--- src/rtl/input_conditioner.sv ---
// input_conditioner: synchronize a raw level and debounce it through a four-state qualify FSM.
// Ports: clk, reset (sync, active-high), noisy_in (raw async level),
//        clean_out (debounced level), busy (qualifying a candidate edge),
//        glitch_count (saturating count of rejected candidates).
module input_conditioner #(
  parameter int SYNC_STAGES = 2,
  parameter int WAIT_CYCLES = 4
) (
  input  logic       clk,
  input  logic       reset,
  input  logic       noisy_in,
  output logic       clean_out,
  output logic       busy,
  output logic [7:0] glitch_count
);
  typedef enum logic [1:0] {LOW, RISE, HIGH, FALL} state_t;
  localparam logic [15:0] LAST = 16'(WAIT_CYCLES - 1);
  logic [SYNC_STAGES-1:0] sync_chain_q, sync_chain_d;
  logic                   sync_q;
  state_t                 state_q, state_d;
  logic [15:0]            cnt_q, cnt_d;
  logic [7:0]             glitch_q, glitch_d;
  logic                   clean_q, clean_d, busy_q, busy_d;
  assign sync_q       = sync_chain_q[SYNC_STAGES-1];
  assign clean_out    = clean_q;
  assign busy         = busy_q;
  assign glitch_count = glitch_q;
  always_comb begin
    sync_chain_d = {sync_chain_q[SYNC_STAGES-2:0], noisy_in};
    state_d      = state_q;
    cnt_d        = cnt_q;
    glitch_d     = glitch_q;
    unique case (state_q)
      LOW: if (sync_q) begin
        state_d = RISE;
        cnt_d   = '0;
      end
      HIGH: if (!sync_q) begin
        state_d = FALL;
        cnt_d   = '0;
      end
      RISE, FALL: begin
        // a reverted level is checked before expiry so it wins on the final count
        if (sync_q == (state_q == FALL)) begin
          state_d  = state_q == RISE ? LOW : HIGH;
          glitch_d = glitch_q == 8'hff ? glitch_q : glitch_q + 8'd1;
        end else if (cnt_q == LAST) begin
          state_d = state_q == RISE ? HIGH : LOW;
        end else begin
          cnt_d = cnt_q + 16'd1;
        end
      end
      default: state_d = LOW;
    endcase
    clean_d = state_d == HIGH || state_d == FALL;
    busy_d  = state_d == RISE || state_d == FALL;
  end
  always_ff @(posedge clk) begin
    if (reset) begin
      sync_chain_q <= '0;
      state_q      <= LOW;
      cnt_q        <= '0;
      glitch_q     <= '0;
      clean_q      <= 1'b0;
      busy_q       <= 1'b0;
    end else begin
      sync_chain_q <= sync_chain_d;
      state_q      <= state_d;
      cnt_q        <= cnt_d;
      glitch_q     <= glitch_d;
      clean_q      <= clean_d;
      busy_q       <= busy_d;
    end
  end
endmodule

--- config.mk ---
export PLATFORM = sky130hd
export DESIGN_NAME = input_conditioner
export DESIGN_NICKNAME = d
export VERILOG_FILES = /design/src/rtl/input_conditioner.sv
export SDC_FILE = /design/constraint.sdc
export NUM_CORES = 1
export LEC_CHECK = 0
export BUFFER_PORTS_ARGS = -buffer_cell sky130_fd_sc_hd__buf_2
export CORE_MARGIN = 1
export CORE_UTILIZATION = 60
export DETAILED_ROUTE_END_ITERATION = 10
export PLACE_DENSITY = 0.8
export RECOVER_POWER = 25
export SLEW_MARGIN = 15
export SYNTH_ARGS = -nofsm -noshare
export SYNTH_HDL_FRONTEND = slang
export SYNTH_SLANG_ARGS = --single-unit
--- constraint.sdc ---
create_clock -name clk -period 2.8 [get_ports clk]
set_clock_uncertainty 0.2 [all_clocks]
set_input_delay 0.14 -clock clk [delete_from_list [all_inputs] [get_ports clk]]
set_output_delay 0.14 -clock clk [all_outputs]
set_load 0.02 [all_outputs]
==> out/results.ini, run 1 <==
[status]
status = finished, violations left
violations = negative hold slack

[sta]
finalMaxSlewViolations = 0
min_period_ns = 2.05
finalCritPeriodShare = 0.733
worst_pin_slew_ns = 0.589
fin_tns_setup_ns = 0
setup_violations = 0
timing.hold.ws_ns = -0.000991
maxSlewHeadroom = 0.606
max_freq_mhz = 487
hold_viol = 1
rsz0062_at_grt = false

[route]
vias_per_cell = 6.22
drc = 0
routedWlPerCell_um = 14.7
ant_nets = 0
initialDrtViolationCount = 29
vias = 1276
routed_wl_mm = 3.02
first_pass_iters = 4

[flow_run]
drv_cap = 0

[finish]
nets = 181
post-route-util = 0.712
area_growth_pct = 12.3
diodes = 0
design_area_mm2 = 0.00157
final_layout_size_suffix_gt1_frac = 0.113
stdcell_count = 205

[critical_path]
cp.arrival_ns = 2.13
critPathRequiredTime_ns = 2.88
cp_max_fo = 10
critPathCaptureType = flip-flop
path_class = flip-flop to flip-flop
rr_worst_depth = 5
critPathLaunchType = flip-flop

[synth]
synth_nets = 164
synth_top_area_share = 0.414
netlist_area_mm2 = 0.00140
yosysSeqAreaShare = 0.414
synth_cells = 159
synth-edff-count = 0
synth_flop_cell = dfxtp_1
muxShareOfSynthArea = 0.00714
yosysMostFrequentCell = dfxtp_1
synth_common_cells = 29 x dfxtp_1, 13 x nand2_1, 11 x nor2_1, 10 x a21oi_1, 10 x nand3_1
yosys_register_bits = 29
synth_top_cell_by_area = dfxtp_1
yosysWarnings = 0
synth_top_family_by_area = simple AND/OR/NAND/NOR gates
synth.distinct_cells = 38
synthSimpleGateAreaFrac = 0.299
synth-compound-area-share = 0.178
postSynthAreaPerCell_um2 = 8.81
synth_xor_area_frac = 0.0562
synth-async-reset-ratio = 0
synth-adder-area-share = 0.0179
synth_area_leaders = dfxtp_1 41%, a32o_1 4.3%, a21oi_1 3.6%, nand3_1 3.6%, nor4_1 3.6%

[floorplanning]
dieHeight_um = 50.3
initial_core_util = 0.633
die-area_mm2 = 0.00253
die_x_um = 50.3
num_rows = 17
fp.coreArea_mm2 = 0.00221
pin_count = 13

[global_route]
grt_max_degree = 26
use_met1 = 0.304
grt-busiest-layer = met2
grt_pass1_vias = 1168
track_usage = 0.268
grtUsageMet2 = 0.456
use_met3 = 0.0636
antenna_found_initial = 0
grt_pass1_wl_mm = 4.98
grt.overflow.total = 0

[min_path]
min_path_type = input port to flip-flop
hold_depth = 2

[clock_network]
post_cts_resized = 0
cts_made_buffers = 5
htreeDepth = 2
cts_buffer_depth = 2
clk_pin_slew_worst_paths_ns = 0.12
post_cts_buffers = 0
cts_root_buf = clkbuf_4
cts_num_sinks = 29
clk_latency_ns = 0.35
tritoncts = built

[place]
routabilityCongestion = 0.892
dp.cells = 196
hpwl_mm = 2.09
dpl-instance-area_mm2 = 0.00148
portBuffers = 12

[power]
p_total_uw = 822
p_per_area_mw_per_mm2 = 522
p_leak_nw = 0.499
vdd_drop_max_mv = 0.607

per-layer routing:
| layer | wire (µm) | part of all wire |
|---|---|---|
| met5 | 0 | 0 |
| met1 | 1290 | 0.43 |
| met2 | 1460 | 0.48 |
| met4 | 83 | 0.028 |
| met3 | 180 | 0.060 |
path summary, 6_finish.rpt:
kind / startpoint / end / slack [ns]
max: cnt_q[0]$_SDFFE_PP0P_ / cnt_q[11]$_SDFFE_PP0P_ / 0.75
min: reset / glitch_count[2]$_SDFFE_PP0P_ / -0.001
max reg2reg: cnt_q[0]$_SDFFE_PP0P_ / cnt_q[11]$_SDFFE_PP0P_ / 0.75
min reg2reg: sync_chain_q[0]$_SDFF_PP0_ / sync_chain_q[1]$_SDFF_PP0_ / 0.26
logic make-up after synthesis:
kind of cell,Yosys count
and+or+nand+nor,74
adders and majority gates,2
AOI/OAI and AO/OA,35
muxes,1
DFF,29
buffers and inverters,9
xor gates and xnor gates,9
where the power goes:
group          total (mW)  switching, mW  internal (mW)
combinational      0.0268         0.0186        0.00820
sequential          0.418        0.00305          0.415
clock               0.378          0.166          0.212
repair_timing:
| item | 4_1_cts | 5_1_grt |
|---|---|---|
| hold buffers | 1 | 0 |
| endpoints found under the hold margin | 1 | 0 |
| setup endpoints to repair | 0 | 0 |
placed cells by master (no fill, tap or decap), drive strengths merged, types with 2 or more instances in the layout:
master,n
nor2,11
xnor2,5
inv,5
xor2,4
nor3,4
o21ai,9
buf,6
or3,9
nor2b,4
o211ai,6
a32o,6
nand3,10
ha,2
a21oi,10
dfxtp,29
nand2,13
nor4,9
clkbuf,13
nand4,7
stage by stage:
stage	hold WS, ns	worst slack [ns]
2_1_floorplan	0.0682	0.979
3_3_place_gp	0.166	0.891
3_5_place_dp	0.161	0.833
4_1_cts	0.00800	0.788
5_1_grt	0.0247	0.628
6_report	-0.000991	0.747
cell type report:
class / instances / area [µm²]
Multi-Input combinational cell: 121 / 782
Tap cell: 28 / 35.0
Clock inverter: 2 / 37.5
Fill cell: 176 / 638
Timing Repair Buffer: 14 / 68.8
Clock buffer: 6 / 51.3
Sequential cell: 29 / 581
Inverter: 5 / 18.8
registers in the layout, summed over array words and instances, names as in the netlist:
signal / cells
busy: 1
clean_out: 1
cnt_q: 16
glitch_count: 8
state_q: 1
sync_chain_q: 2
critical path, stage by stage (launching register included):
cell and delay [ns]:
dfxtp_1 0.39, ha_1 0.22, nor4bb_1 0.36, nand4_1 0.41
o211ai_1 0.23, a32o_1 0.17
Note: power is estimated with default switching activity, not from simulation.
==> run 2, diff against run 1 <==
ABC_AREA = 1   (was unset)
CORE_UTILIZATION = 58   (was 60)
PLACE_DENSITY = 0.78   (was 0.8)
clock period = 2 ns   (was 2.8 ns; I/O delays follow)
==> run 2 against run 1 <==
The run now ends clean. Combinational power rose by 74%. Routed wire length rose by 6.6%. Core utilization fell by 3.1 points. Die area rose by 9.9%. Via count rose by 14%. Sequential cell count did not move. Worst hold slack improved by 0.23 ns. Critical path type is now input port to flip-flop. Highest routed layer unchanged.
==> out/results.ini, run 2 <==
[status]
status = finished, final reports clean

[place]
portBuffers = 12  ; unchanged
dpl-instance-area_mm2 = 0.00159  ; +7.3%
routabilityCongestion = 0.930  ; +4.2%
place_ws_ns = 0.219  ; -0.614 ns
hpwl_mm = 2.24  ; +6.8%

[synth]
muxShareOfSynthArea = 0  ; -0.00714
synth-edff-count = 0  ; unchanged
postSynthAreaPerCell_um2 = 6.50  ; -26%
synth_flop_cell = dfxtp_1
netlist_area_mm2 = 0.00149  ; +6.6%
yosysSeqAreaShare = 0.389  ; -0.0257
synth_top_cell_by_area = dfxtp_1
synth_top_area_share = 0.389  ; -0.0257
yosysMostFrequentCell = nand2_1
synth_cells = 230  ; +45%
yosys_register_bits = 29  ; unchanged
yosysWarnings = 0  ; unchanged
synth-async-reset-ratio = 0  ; unchanged
synthSimpleGateAreaFrac = 0.431  ; +0.132
synth_xor_area_frac = 0.0168  ; -0.0395
synth_top_family_by_area = simple AND/OR/NAND/NOR gates
synth_nets = 235  ; +43%
synth-adder-area-share = 0.0168  ; -0.00111
synth.distinct_cells = 23  ; -39%
synth_area_leaders = dfxtp_1 39%, nand2_1 15%, nor2_1 12%, inv_1 6.3%, nand3_1 5.0%
synth_common_cells = 58 x nand2_1, 48 x nor2_1, 29 x dfxtp_1, 25 x inv_1, 15 x nand3_1
synth-compound-area-share = 0.0662  ; -0.112

[global_route]
grt.overflow.total = 0  ; unchanged
use_met1 = 0.313  ; +0.00865
grt_pass1_vias = 1186  ; +1.5%
grt_pass1_wl_mm = 5.04  ; +1.2%
grtUsageMet2 = 0.424  ; -0.0315
grt-busiest-layer = met2
grt_max_degree = 12  ; -54%
antenna_found_initial = 0  ; unchanged
track_usage = 0.258  ; -0.0104
use_met3 = 0.0522  ; -0.0115

[power]
p_total_uw = 995  ; +21%
p_per_area_mw_per_mm2 = 595  ; +14%
p_leak_nw = 0.665  ; +33%
vdd_drop_max_mv = 0.552  ; -9.0%

[finish]
final_layout_size_suffix_gt1_frac = 0.0913  ; -0.0217
register_area_um2 = 581  ; unchanged
final_common_cell = nand2_1
nets = 257  ; +42%
diodes = 0  ; unchanged
design_area_mm2 = 0.00167  ; +6.1%
top_register = cnt_q
area_growth_pct = 11.8
layout.cells.most_common_list = 58 x nand2_1, 48 x nor2_1, 29 x dfxtp_1
nFillCells = 243  ; +38%
largest_reg_flops = 16  ; unchanged
multi_input_area_um2 = 798  ; +2.1%

[sta]
setup_violations = 0  ; unchanged
rsz0062_at_grt = false
min_period_ns = 1.81
hold_viol = 0  ; -1
finalMaxSlewViolations = 0  ; unchanged
worst_pin_slew_ns = 0.571  ; -0.0177 ns
fin_ws_ns = 0.185  ; -0.562 ns
fin_tns_setup_ns = 0  ; unchanged
maxSlewHeadroom = 0.619  ; +0.0131
max_freq_mhz = 551
finalCritPeriodShare = 0.907

[critical_path]
cp.arrival_ns = 1.84  ; -0.29 ns
path_class = input port to flip-flop
cp_max_fo = 10  ; unchanged
critPathLaunchType = input port
critPathCaptureType = flip-flop
critPathRequiredTime_ns = 2.02  ; -0.86 ns

[clock_network]
cts_made_buffers = 5  ; unchanged
clk_pin_slew_worst_paths_ns = 0.08  ; -0.04 ns
post_cts_buffers = 0  ; unchanged
clk_latency_ns = 0.33  ; -0.02 ns
cts_buffer_depth = 2  ; unchanged
htreeDepth = 2  ; unchanged
cts_root_buf = clkbuf_4
tritoncts = built
cts_num_sinks = 29  ; unchanged

[floorplanning]
dieHeight_um = 52.8  ; +4.8%
die_x_um = 52.8  ; +4.8%
num_rows = 18  ; +1
fp.coreArea_mm2 = 0.00245  ; +11%
die-area_mm2 = 0.00278  ; +9.9%
initial_core_util = 0.609  ; -0.0249
pin_count = 13  ; unchanged

[flow_run]
drv_cap = 0  ; unchanged

[route]
first_pass_iters = 4  ; unchanged
routed_wl_mm = 3.22  ; +6.6%
drc = 0  ; unchanged
routedWlPerCell_um = 11.4  ; -22%
vias_per_cell = 5.14  ; -17%
ant_nets = 0  ; unchanged
vias = 1449  ; +14%
initialDrtViolationCount = 45  ; +55%

[min_path]
min_path_type = flip-flop to flip-flop

==> run 2: kinds of logic after synthesis <==
group	count (synthesis)
AOI/OAI and AO/OA	19
xor gates and xnor gates	2
adders and majority gates	2
buffers and inverters	30
DFF	29
and+or+nand+nor	148
==> run 2: through the flow <==
stage | utilization | std cells | hold WS, ns
after floorplan | - | 230 | 0.00697
after global placement | 0.648 | 272 | 0.111
after detailed placement | 0.648 | 272 | 0.116
after CTS | 0.683 | 282 | 0.240
after global routing | 0.680 | 282 | 0.247
final | 0.680 | 282 | 0.234
==> run 2: worst max-delay path: stages <==
cell and delay, ns:
dlygate4sd3_1 0.52, clkbuf_1 0.45, inv_1 0.31, nand2_2 0.23, inv_2 0.11, nand2_1 0.08
nor2_1 0.04
==> run 2: where the power goes <==
part           internal, mW  switching, mW
sequential            0.582        0.00427
combinational        0.0147         0.0319
clock                 0.166          0.196
==> run 2: what timing repair did <==
action	in CTS	in global routing
hold buffers	3	0
setup endpoints to repair	0	4
endpoints found under the hold margin	9	0
gates resized for setup	0	1
==> run 2: final cells by class <==
type,count,share of cell area
Clock buffer,7,0.0330
Inverter,28,0.0629
Multi-Input combinational cell,171,0.478
Sequential cell,29,0.348
Tap cell,30,0.0225
Timing Repair Buffer,17,0.0562
==> run 2: final timing paths <==
path                               from                         end  slack (ns)  cells past startpoint
min reg2reg  sync_chain_q[0]$_SDFF_PP0_  sync_chain_q[1]$_SDFF_PP0_        0.23                      2
min          sync_chain_q[0]$_SDFF_PP0_  sync_chain_q[1]$_SDFF_PP0_        0.23                      2
max                               reset       cnt_q[5]$_SDFFE_PP0P_        0.19                      7
max reg2reg       cnt_q[0]$_SDFFE_PP0P_       cnt_q[5]$_SDFFE_PP0P_        0.23                     11
==> run 2: per-layer routing <==
metal	up-vias	share of wire
met1	640	0.46
li1	770	-
met3	7	0.046
met5	-	0
met2	32	0.47
met4	0	0.019
